===== src/rtl/ch_seq_pkg.sv =====
// Shared types for the ch_unit playback sequencer: FSM state, LOAD sub-phase and default widths.
package ch_seq_pkg;

  localparam int N_CH_DEF   = 8;
  localparam int ADDR_W_DEF = 20;
  localparam int REP_W_DEF  = 8;

  typedef enum logic [2:0] {
    IDLE,
    LOAD,
    ARM,
    RUN,
    REARM
  } seq_state_t;

  // Each masked channel takes one address-setup cycle followed by one strobe cycle.
  typedef enum logic {
    LD_ADDR,
    LD_STRB
  } load_ph_t;

endpackage


===== src/rtl/ch_done_sync.sv =====
// Two-flop synchronizer for the per-channel playback_done bits.
// Latency 2 cycles; no backpressure.
module ch_done_sync #(
  parameter int N = 8
) (
  input  logic         s_axi_clk,
  input  logic         s_axi_reset,
  input  logic [N-1:0] din,
  output logic [N-1:0] dout
);

  logic [N-1:0] meta;

  always_ff @(posedge s_axi_clk) begin
    if (s_axi_reset) begin
      meta <= '0;
      dout <= '0;
    end else begin
      meta <= din;
      dout <= meta;
    end
  end

endmodule


===== src/rtl/ch_seq_ctrl.sv =====
// Playback sequencer: loads one stop address into each masked channel, starts them together, and counts plays.
// Outputs are decoded from registered state; cmd_ready is high only in IDLE; CH_SEQ_WATCHDOG_EN adds a per-play timeout (err_timeout).
module ch_seq_ctrl
  import ch_seq_pkg::*;
#(
  parameter int N_CH      = N_CH_DEF,
  parameter int ADDR_W    = ADDR_W_DEF,
  parameter int REP_W     = REP_W_DEF,
  parameter int REARM_GAP = 4
`ifdef CH_SEQ_WATCHDOG_EN
  ,
  parameter int TIMEOUT_CYC = 2**24
`endif
) (
  input  logic              s_axi_clk,
  input  logic              s_axi_reset,
  input  logic              cmd_valid,
  output logic              cmd_ready,
  input  logic [N_CH-1:0]   cmd_ch_mask,
  input  logic [ADDR_W-1:0] cmd_stop_addr,
  input  logic [REP_W-1:0]  cmd_repeat,
  input  logic              cmd_abort,
  output logic [ADDR_W-1:0] ch_stop_addr,
  output logic [N_CH-1:0]   ch_write_stop_addr,
  output logic [N_CH-1:0]   ch_playback_en,
  input  logic [N_CH-1:0]   ch_playback_done,
  output logic              busy,
  output logic              seq_done,
  output logic              seq_aborted,
`ifdef CH_SEQ_WATCHDOG_EN
  output logic              err_timeout,
`endif
  output logic [REP_W:0]    play_count
);

  localparam int               GAP_W    = $clog2(REARM_GAP + 1);
  localparam logic [GAP_W-1:0] GAP_LAST = GAP_W'(REARM_GAP - 1);
  localparam logic [REP_W:0]   CNT_MAX  = {1'b1, {REP_W{1'b0}}};

  seq_state_t        state_q, state_d;
  load_ph_t          ph_q, ph_d;
  logic [N_CH-1:0]   mask_q, mask_d, pend_q, pend_d;
  logic [N_CH-1:0]   lsb, done_s, done_m;
  logic [ADDR_W-1:0] addr_q, addr_d;
  logic [REP_W-1:0]  rep_q, rep_d;
  logic [REP_W:0]    cnt_q, cnt_d, cnt_inc, plays_req;
  logic [GAP_W-1:0]  gap_q, gap_d;
  logic              done_pls, abort_pls;

`ifdef CH_SEQ_WATCHDOG_EN
  localparam int              WD_W    = $clog2(TIMEOUT_CYC);
  localparam logic [WD_W-1:0] WD_LAST = WD_W'(TIMEOUT_CYC - 1);
  logic [WD_W-1:0] wd_q, wd_d;
  logic            err_d;
`endif

  ch_done_sync #(.N(N_CH)) u_done_sync (
    .s_axi_clk   (s_axi_clk),
    .s_axi_reset (s_axi_reset),
    .din         (ch_playback_done),
    .dout        (done_s)
  );

  assign done_m     = done_s & mask_q;
  assign lsb        = pend_q & (~pend_q + N_CH'(1));
  assign cnt_inc    = (cnt_q == CNT_MAX) ? cnt_q : cnt_q + (REP_W + 1)'(1);
  assign plays_req  = {1'b0, rep_q} + (REP_W + 1)'(1);
  assign play_count = cnt_q;

  always_comb begin
    state_d            = state_q;
    ph_d               = ph_q;
    mask_d             = mask_q;
    pend_d             = pend_q;
    addr_d             = addr_q;
    rep_d              = rep_q;
    cnt_d              = cnt_q;
    gap_d              = gap_q;
    done_pls           = 1'b0;
    abort_pls          = 1'b0;
    cmd_ready          = (state_q == IDLE) && !cmd_abort;
    busy               = (state_q != IDLE);
    ch_stop_addr       = '0;
    ch_write_stop_addr = '0;
    ch_playback_en     = '0;
`ifdef CH_SEQ_WATCHDOG_EN
    wd_d  = (state_q == RUN) ? wd_q + WD_W'(1) : '0;
    err_d = err_timeout;
`endif
    case (state_q)
      IDLE: begin
        if (cmd_valid && cmd_ready) begin
          mask_d  = cmd_ch_mask;
          pend_d  = cmd_ch_mask;
          addr_d  = cmd_stop_addr;
          rep_d   = cmd_repeat;
          cnt_d   = '0;
          ph_d    = LD_ADDR;
          state_d = LOAD;
`ifdef CH_SEQ_WATCHDOG_EN
          err_d = 1'b0;
`endif
        end
      end
      LOAD: begin
        // Only an empty mask reaches LOAD with nothing pending.
        if (pend_q == '0) begin
          done_pls = 1'b1;
          state_d  = IDLE;
        end else begin
          ch_stop_addr = addr_q;
          if (ph_q == LD_ADDR) begin
            ph_d = LD_STRB;
          end else begin
            ch_write_stop_addr = lsb;
            pend_d             = pend_q & ~lsb;
            ph_d               = LD_ADDR;
            if ((pend_q & ~lsb) == '0) state_d = ARM;
          end
        end
      end
      ARM: begin
        if (done_m == '0) state_d = RUN;
      end
      RUN: begin
        ch_playback_en = mask_q;
        if (done_m == mask_q) begin
          cnt_d = cnt_inc;
          if (cnt_inc == plays_req) begin
            done_pls = 1'b1;
            state_d  = IDLE;
          end else begin
            gap_d   = '0;
            state_d = REARM;
          end
        end
`ifdef CH_SEQ_WATCHDOG_EN
        else if (wd_q == WD_LAST) begin
          abort_pls = 1'b1;
          err_d     = 1'b1;
          state_d   = IDLE;
        end
`endif
      end
      REARM: begin
        if (gap_q != GAP_LAST) gap_d = gap_q + GAP_W'(1);
        else if (done_m == '0) state_d = RUN;
      end
      default: state_d = IDLE;
    endcase
    // Abort wins over a completion or timeout seen in the same cycle.
    if (cmd_abort && (state_q != IDLE)) begin
      state_d   = IDLE;
      abort_pls = 1'b1;
      done_pls  = 1'b0;
      cnt_d     = cnt_q;
`ifdef CH_SEQ_WATCHDOG_EN
      err_d = err_timeout;
`endif
    end
  end

  always_ff @(posedge s_axi_clk) begin
    if (s_axi_reset) begin
      state_q     <= IDLE;
      ph_q        <= LD_ADDR;
      mask_q      <= '0;
      pend_q      <= '0;
      addr_q      <= '0;
      rep_q       <= '0;
      cnt_q       <= '0;
      gap_q       <= '0;
      seq_done    <= 1'b0;
      seq_aborted <= 1'b0;
    end else begin
      state_q     <= state_d;
      ph_q        <= ph_d;
      mask_q      <= mask_d;
      pend_q      <= pend_d;
      addr_q      <= addr_d;
      rep_q       <= rep_d;
      cnt_q       <= cnt_d;
      gap_q       <= gap_d;
      seq_done    <= done_pls;
      seq_aborted <= abort_pls;
    end
  end

`ifdef CH_SEQ_WATCHDOG_EN
  always_ff @(posedge s_axi_clk) begin
    if (s_axi_reset) begin
      wd_q        <= '0;
      err_timeout <= 1'b0;
    end else begin
      wd_q        <= wd_d;
      err_timeout <= err_d;
    end
  end
`endif

endmodule


===== config.mk =====
export PLATFORM = sky130hd
export DESIGN_NAME = ch_seq_ctrl
export DESIGN_NICKNAME = d
export VERILOG_FILES = /design/src/rtl/ch_seq_pkg.sv /design/src/rtl/ch_done_sync.sv /design/src/rtl/ch_seq_ctrl.sv
export SDC_FILE = /design/constraint.sdc
export NUM_CORES = 1
export LEC_CHECK = 0
export ABC_CLOCK_PERIOD_IN_PS = 1900
export CAP_MARGIN = 5
export CORE_ASPECT_RATIO = 2
export CORE_MARGIN = 3
export CORE_UTILIZATION = 44
export CTS_BUF_LIST = sky130_fd_sc_hd__clkbuf_16
export CTS_CLUSTER_SIZE = 24
export DETAILED_ROUTE_END_ITERATION = 12
export PLACE_DENSITY = 0.85
export SKIP_LAST_GASP = 1
export SLEW_MARGIN = 25
export SYNTH_ARGS = -nofsm -noshare
export SYNTH_HDL_FRONTEND = slang
export SYNTH_HIERARCHICAL = 1
export SYNTH_SLANG_ARGS = --single-unit
export TNS_END_PERCENT = 100

===== constraint.sdc =====
create_clock -name s_axi_clk -period 1.9 [get_ports s_axi_clk]
set_input_delay 0.38 -clock s_axi_clk [delete_from_list [all_inputs] [get_ports s_axi_clk]]
set_output_delay 0.38 -clock s_axi_clk [all_outputs]
set_load 0.005 [all_outputs]

Word level (Yosys, flattened, before mapping)
Cells that the tools add are included.
{ "totals": {"ff_bits": 78, "output_inout_bits": 49, "wordCells": 94} }
{ "op_classes": {"addsub": 4, "n_eq_ne": 17, "n_mux": 36, "bitwise_logic": 6, "reduce_logical": 19} }
{ "ops": {"columns": ["operator", "count"], "rows": [
  ["8-bit 2-to-1 mux", 7],
  ["20-bit 2-to-1 mux", 2],
  ["3-bit 2-to-1 mux", 11],
  ["9-bit 2-to-1 mux", 3],
  ["8-bit AND", 3],
  ["8-bit zero test", 3],
  ["9-bit case mux with 2 select lines", 1],
  ["8-bit inverter", 2],
  ["8-bit case mux with 2 select lines", 1],
  ["3-bit case mux with 5 select lines", 1],
  ["2-bit != test (second input constant)", 6],
  ["4-bit AND reduction", 3],
  ["8-bit by 1-bit adder with 9-bit output (second input constant)", 1],
  ["9-bit by 1-bit adder with 9-bit output (second input constant)", 1],
  ["9-bit equality test", 1],
  ["9-bit equality test (second input constant)", 1],
  ["8-bit by 1-bit adder with 8-bit output (second input constant)", 1],
  ["8-bit equality test", 1],
  ["1-bit 2-to-1 mux", 7],
  ["3-bit by 2-bit equality test with 1-bit output (second input constant)", 2],
  ["3-bit != test (second input constant)", 2],
  ["3-bit case mux with 2 select lines", 1],
  ["2-bit nonzero test", 3],
  ["5-bit AND reduction", 1],
  ["14 further kinds", 17]
]} }

Longest topological paths before layout
{ "logic_depth": {"depth_word": 10, "depth_mapped": 8, "depth_no_buf": 8} }

Modules after synthesis
The synthesis kept the hierarchy.
{ "by_module_without_submodules": {"columns": ["module", "instances", "cells_each", "area_per_inst_um2"], "rows": [
  ["ch_seq_ctrl", 1, 436, 3309.4],
  ["ch_done_sync", 1, 33, 464.2]
]} }

Worst setup path before layout
Ideal clock, no wire load.
{ "synth_path": {"path_kind": "reg-to-reg", "startpoint": "register cnt_q[0], in the netlist play_count[0]", "endpoint": "register seq_done", "setup_time_ps": 103, "arrival_time_ps": 1908, "t_required_ps": 1797, "path_slack_ps": -112, "path_stages_with_launch": 9, "cell_sequence": "dfxtp_1 -> ha_1 -> and3_1 -> nand3_1 -> xor2_1 -> xnor2_1 -> and4_1 -> nand4_1 -> a2111oi_2"} }
{ "synth_between": {"elab_chain_len": 6, "elab_cells_between_ends": 7, "classes_between": "add/sub (1); eq/ne (2); mux (4)"} }
{ "synth_lines": {"columns": ["item", "line", "source"], "rows": [
  ["start: declaration", "ch_seq_ctrl.sv:46", "logic [REP_W:0] cnt_q, cnt_d, cnt_inc, plays_req;"],
  ["start signal: assignment", "ch_seq_ctrl.sv:182", "cnt_q <= cnt_d;"],
  ["9-bit by 1-bit adder with 9-bit output / 9-bit equality test (equally long branches)", "ch_seq_ctrl.sv:66", "assign cnt_inc = (cnt_q == CNT_MAX) ? cnt_q : cnt_q + (REP_W + 1)'(1);"],
  ["9-bit 2-to-1 mux *", "ch_seq_ctrl.sv:66", null],
  ["9-bit equality test *", "ch_seq_ctrl.sv:129", "if (cnt_inc == plays_req) begin"],
  ["1-bit 2-to-1 mux *", "ch_seq_ctrl.sv:129", null],
  ["1-bit 2-to-1 mux *", "ch_seq_ctrl.sv:127", "if (done_m == mask_q) begin"],
  ["1-bit case mux with 2 select lines *", "ch_seq_ctrl.sv:90", "case (state_q)"],
  ["end signal: assignment", "ch_seq_ctrl.sv:184", "seq_done <= done_pls;"],
  ["end: declaration", "ch_seq_ctrl.sv:28", "output logic seq_done,"]
]} }
Mark *: on every way between the ends. The rest lies on a longest branch, timed or not.
A chain may end at the register's enable or synchronous reset.

Final worst setup path
{ "layout_path": {"startpoint": "register pend_q[0]", "endpoint": "output port ch_stop_addr[18]"} }
{ "layout_between": {"elab_chain_len": 3} }
{ "layout_lines": {"columns": ["item", "line", "source"], "rows": [
  ["start: declaration", "ch_seq_ctrl.sv:42", "logic [N_CH-1:0] mask_q, mask_d, pend_q, pend_d;"],
  ["start signal: assignment", "ch_seq_ctrl.sv:179", "pend_q <= pend_d;"],
  ["8-bit zero test", "ch_seq_ctrl.sv:107", "if (pend_q == '0) begin"],
  ["20-bit 2-to-1 mux", "ch_seq_ctrl.sv:107", null],
  ["20-bit 2-to-1 mux", "ch_seq_ctrl.sv:90", null],
  ["end: declaration", "ch_seq_ctrl.sv:23", "output logic [ADDR_W-1:0] ch_stop_addr,"]
]} }
Every way passes these cells.

==> flow_summary.yaml <==
critical_path:
  path_common_cell: "buf_6"
  required_ns: 1.52
  arrival_ns: 2.24
  crit_family: "simple AND/OR/NAND/NOR gates"
  critical_path.startpoint_type: "register"
  critical-path-slowest-cell: "or3_4"
  crit_path_cell_trace: "or3_4 > nor4_4 > a21oi_4 > buf_6 > buf_12 > buf_6 > and2_4 > buf_6"
  rrSetupSlack_ns: -0.41
  end_kind: "output port"
  worstSetupPathType: "register to output port"
  critPathMaxFanout: 6
  crit_buf_inv: 4
  cpPeakStageDelay_ns: 0.42
sta:
  finalMaxSlewViolations: 0
  fmax_mhz: 381
  hold_viol_final: 0
  tightestPinTransition_ns: 0.509
  setup_violations: 59
  max_slew_margin_pct: 65.8
  clock_skew_ns: 0.00682
  layout_min_cycle_time_ns: 2.62
  setup_ws_ns: -0.722
  rsz0062_at_grt: "true"
  min_period_over_period_pct: 138
  whs_ns: 0.433
detailed_routing:
  drc_errors: 0
  ant_nets: 0
  via_per_inst: 5.69
  drtIter0Drc: 196
  firstDrtPassIters: 5
  vias: 4295
  detail_route.wl_per_cell_um: 19.2
  routed_wl_um: 14500
power_and_ir_drop:
  power.leakage_nw: 2.62
  switching_share_pct: 30.6
  ir_worst_vdd_uv: 712
  power.density_nw_per_um2: 759
  pwr-share-clk_pct: 34.1
  power_switching_mw: 1.47
  p_comb_share_pct: 28.4
  internal_power_mw: 3.34
  p_seq_share_pct: 37.5
clock_network:
  htreeDepth: 3
  clk_latency_ns: 0.34
  clkTransAtPathRegs_ns: 0.06
  cts_tree: "yes"
  cts_hold_buf: 0
  cts_root_buffer: "clkbuf_16"
  numCtsBuffers: 9
  cts_sinks: 78
  clock_path_buffers: 2
layout:
  final_nets: 705
  fin_cells: 755
  drive_gt1_share_pct: 39.4
  fin_util_pct: 76.4
  n_antenna_cell: 0
  final_area_um2: 6340
  syn2layout_area_growth_pct: 67.9
global_routing:
  grt_pass1_wl_um: 19900
  track_usage_pct: 26.2
  grt_util_met2_pct: 50.2
  met1_usage_pct: 23.8
  grt_max_degree: 43
  gr-total-overflow: 0
  grt_antenna_before_repair: 0
  grt_pass1_vias: 4177
  grt-busiest-layer: "met2"
  gr-usage-met3_pct: 4.71
yosys:
  syn_nets: 522
  syn_area_per_cell_um2: 8.05
  postSynth.asyncResetShare_pct: 0
  yosys.area.top_type: "dfxtp_1"
  syn_inst: 469
  yosysSeqAreaShare_pct: 41.4
  ys_top_cells_by_area: "dfxtp_1 41%, nand2_1 8.6%, a21oi_1 7.7%, and2_1 3.6%, nor2_1 3.5%"
  ys_ff_latch: 78
  synthFlopType: "dfxtp_1"
  synth_top_area_share_pct: 41.4
  synth_edf_count: 0
  synth_cell_type_count: 52
  synth_area_um2: 3770
  ys_warn_count: 6
placement:
  place_inst: 710
  dp_hpwl_um: 8710
  port_buffers: 96
  place.gp.congestion: 0.868
  postPlaceCellArea_um2: 5340
floorplan:
  coreArea_um2: 8290
  start_util_pct: 45.5
  die_w_um: 71.5
  rows: 47
  boundaryPins: 97
  die_h_um: 137
  die-area_um2: 9790
outcome:
  status: "complete, but fails checks"
  violations: "setup timing"
hold_path:
  holdCritPathClass: "input pin to register"
run:
  cap_violations: 0
power groups by stage:
stage          clock [mW]  sequential (mW)  combinational [mW]
6_report             1.64             1.81                1.36
5_1_grt              1.73             1.81                1.45
4_1_cts              1.65             1.80                1.07
3_5_place_dp            0             1.83               0.902
3_3_place_gp            0             1.82               0.875
2_1_floorplan           0             1.82               0.441
logic make-up after synthesis:
kind of cell | count (synthesis) | synth area share (%)
XOR/XNOR | 21 | 4.87
AND/OR/NAND/NOR | 232 | 32.3
AO/OA/AOI/OAI | 96 | 15.3
buffers and inverters | 33 | 3.51
multiplexers | 2 | 0.531
adder cells (fa/ha/maj) | 7 | 2.19
flip-flops | 78 | 41.4
what timing repair did:
| item | 4_1_cts | 5_1_grt |
|---|---|---|
| buffers inserted | 11 | 23 |
| endpoints found under the setup margin | 58 | 63 |
| gates cloned | 1 | 2 |
| pin swaps | 19 | 54 |
| gates resized for setup | 101 | 158 |
cells in the final DEF (no fill, tap or decap), drive strengths merged, types with 3 or more instances in the layout:
master,instances
buf,121
nand2,86
dfxtp,78
a21oi,61
clkdlybuf4s50,57
nor2,35
and2,22
clkbuf,21
nor2b,17
xnor2,15
inv,14
and3,13
nor3,13
o21ai,12
nand3,10
nand2b,9
and2b,7
xor2,6
nand4,5
a21o,5
ha,5
nor4,4
a22oi,4
or3,4
nand3b,3
clkinv,3
flip-flops by register name, indices dropped and copies added (netlist names):
register,cells
addr_q,20
gap_q,3
mask_q,8
pend_q,8
ph_q,1
play_count,9
rep_q,8
seq_aborted,1
seq_done,1
state_q,3
u_done_sync/dout,8
u_done_sync/meta,8
path summary, 6_finish.rpt:
| path | start | endpoint | cells past startpoint |
|---|---|---|---|
| min reg2reg | u_done_sync/meta[3] | u_done_sync/dout[3] | 1 |
| max reg2reg | pend_q[0] | pend_q[0] | 10 |
| min | s_axi_reset | u_done_sync/dout[1] | 2 |
| max | pend_q[0] | ch_stop_addr[18] | 8 |
metrics by stage:
step,TNS [ns],setup WS (ns),power (mW)
3_5_place_dp,-9.80,-0.394,2.73
4_1_cts,-16.59,-0.621,4.51
5_1_grt,-25.25,-0.773,4.99
2_1_floorplan,-0.00913,-0.00913,2.26
6_report,-20.86,-0.722,4.81
3_3_place_gp,-8.62,-0.398,2.69
Yosys cell counts, types with 2 or more instances:
| master | n |
|---|---|
| nand2_1 | 86 |
| dfxtp_1 | 78 |
| a21oi_1 | 58 |
| nor2_1 | 35 |
| and2_1 | 22 |
| clkbuf_1 | 19 |
| xnor2_1 | 15 |
| and3_1 | 13 |
| nor3_1 | 12 |
| inv_1 | 11 |
| o21ai_0 | 11 |
| nor2b_1 | 10 |
| nand2b_1 | 9 |
| nand3_1 | 9 |
| and2b_2 | 7 |
| nor2b_2 | 7 |
| xor2_1 | 6 |
| a21o_1 | 5 |
| ha_1 | 5 |
| a22oi_1 | 4 |
| nand4_1 | 4 |
| a21oi_2 | 3 |
| nand3b_1 | 3 |
| or3_1 | 3 |
| and4_1 | 2 |
| maj3_1 | 2 |
| mux2i_1 | 2 |
| nor3b_1 | 2 |
| nor4_1 | 2 |
| o2111ai_1 | 2 |
layer usage:
metal / wire (um) / up-vias
li1: - / 1958
met1: 4590 / 2066
met2: 8200 / 190
met3: 613 / 81
met4: 1060 / 0
met5: 0 / -
area by class of cell:
class | count | area [um^2]
repair buffers | 194 | 1800
clock buffers | 9 | 225
flip-flops and latches | 78 | 1580
inverters | 11 | 41.3
multi-input cells | 358 | 2520
well taps | 98 | 123
fillers | 528 | 1950
clock inverters | 7 | 56.3
No activity file was read; power rests on OpenSTA's default activity.
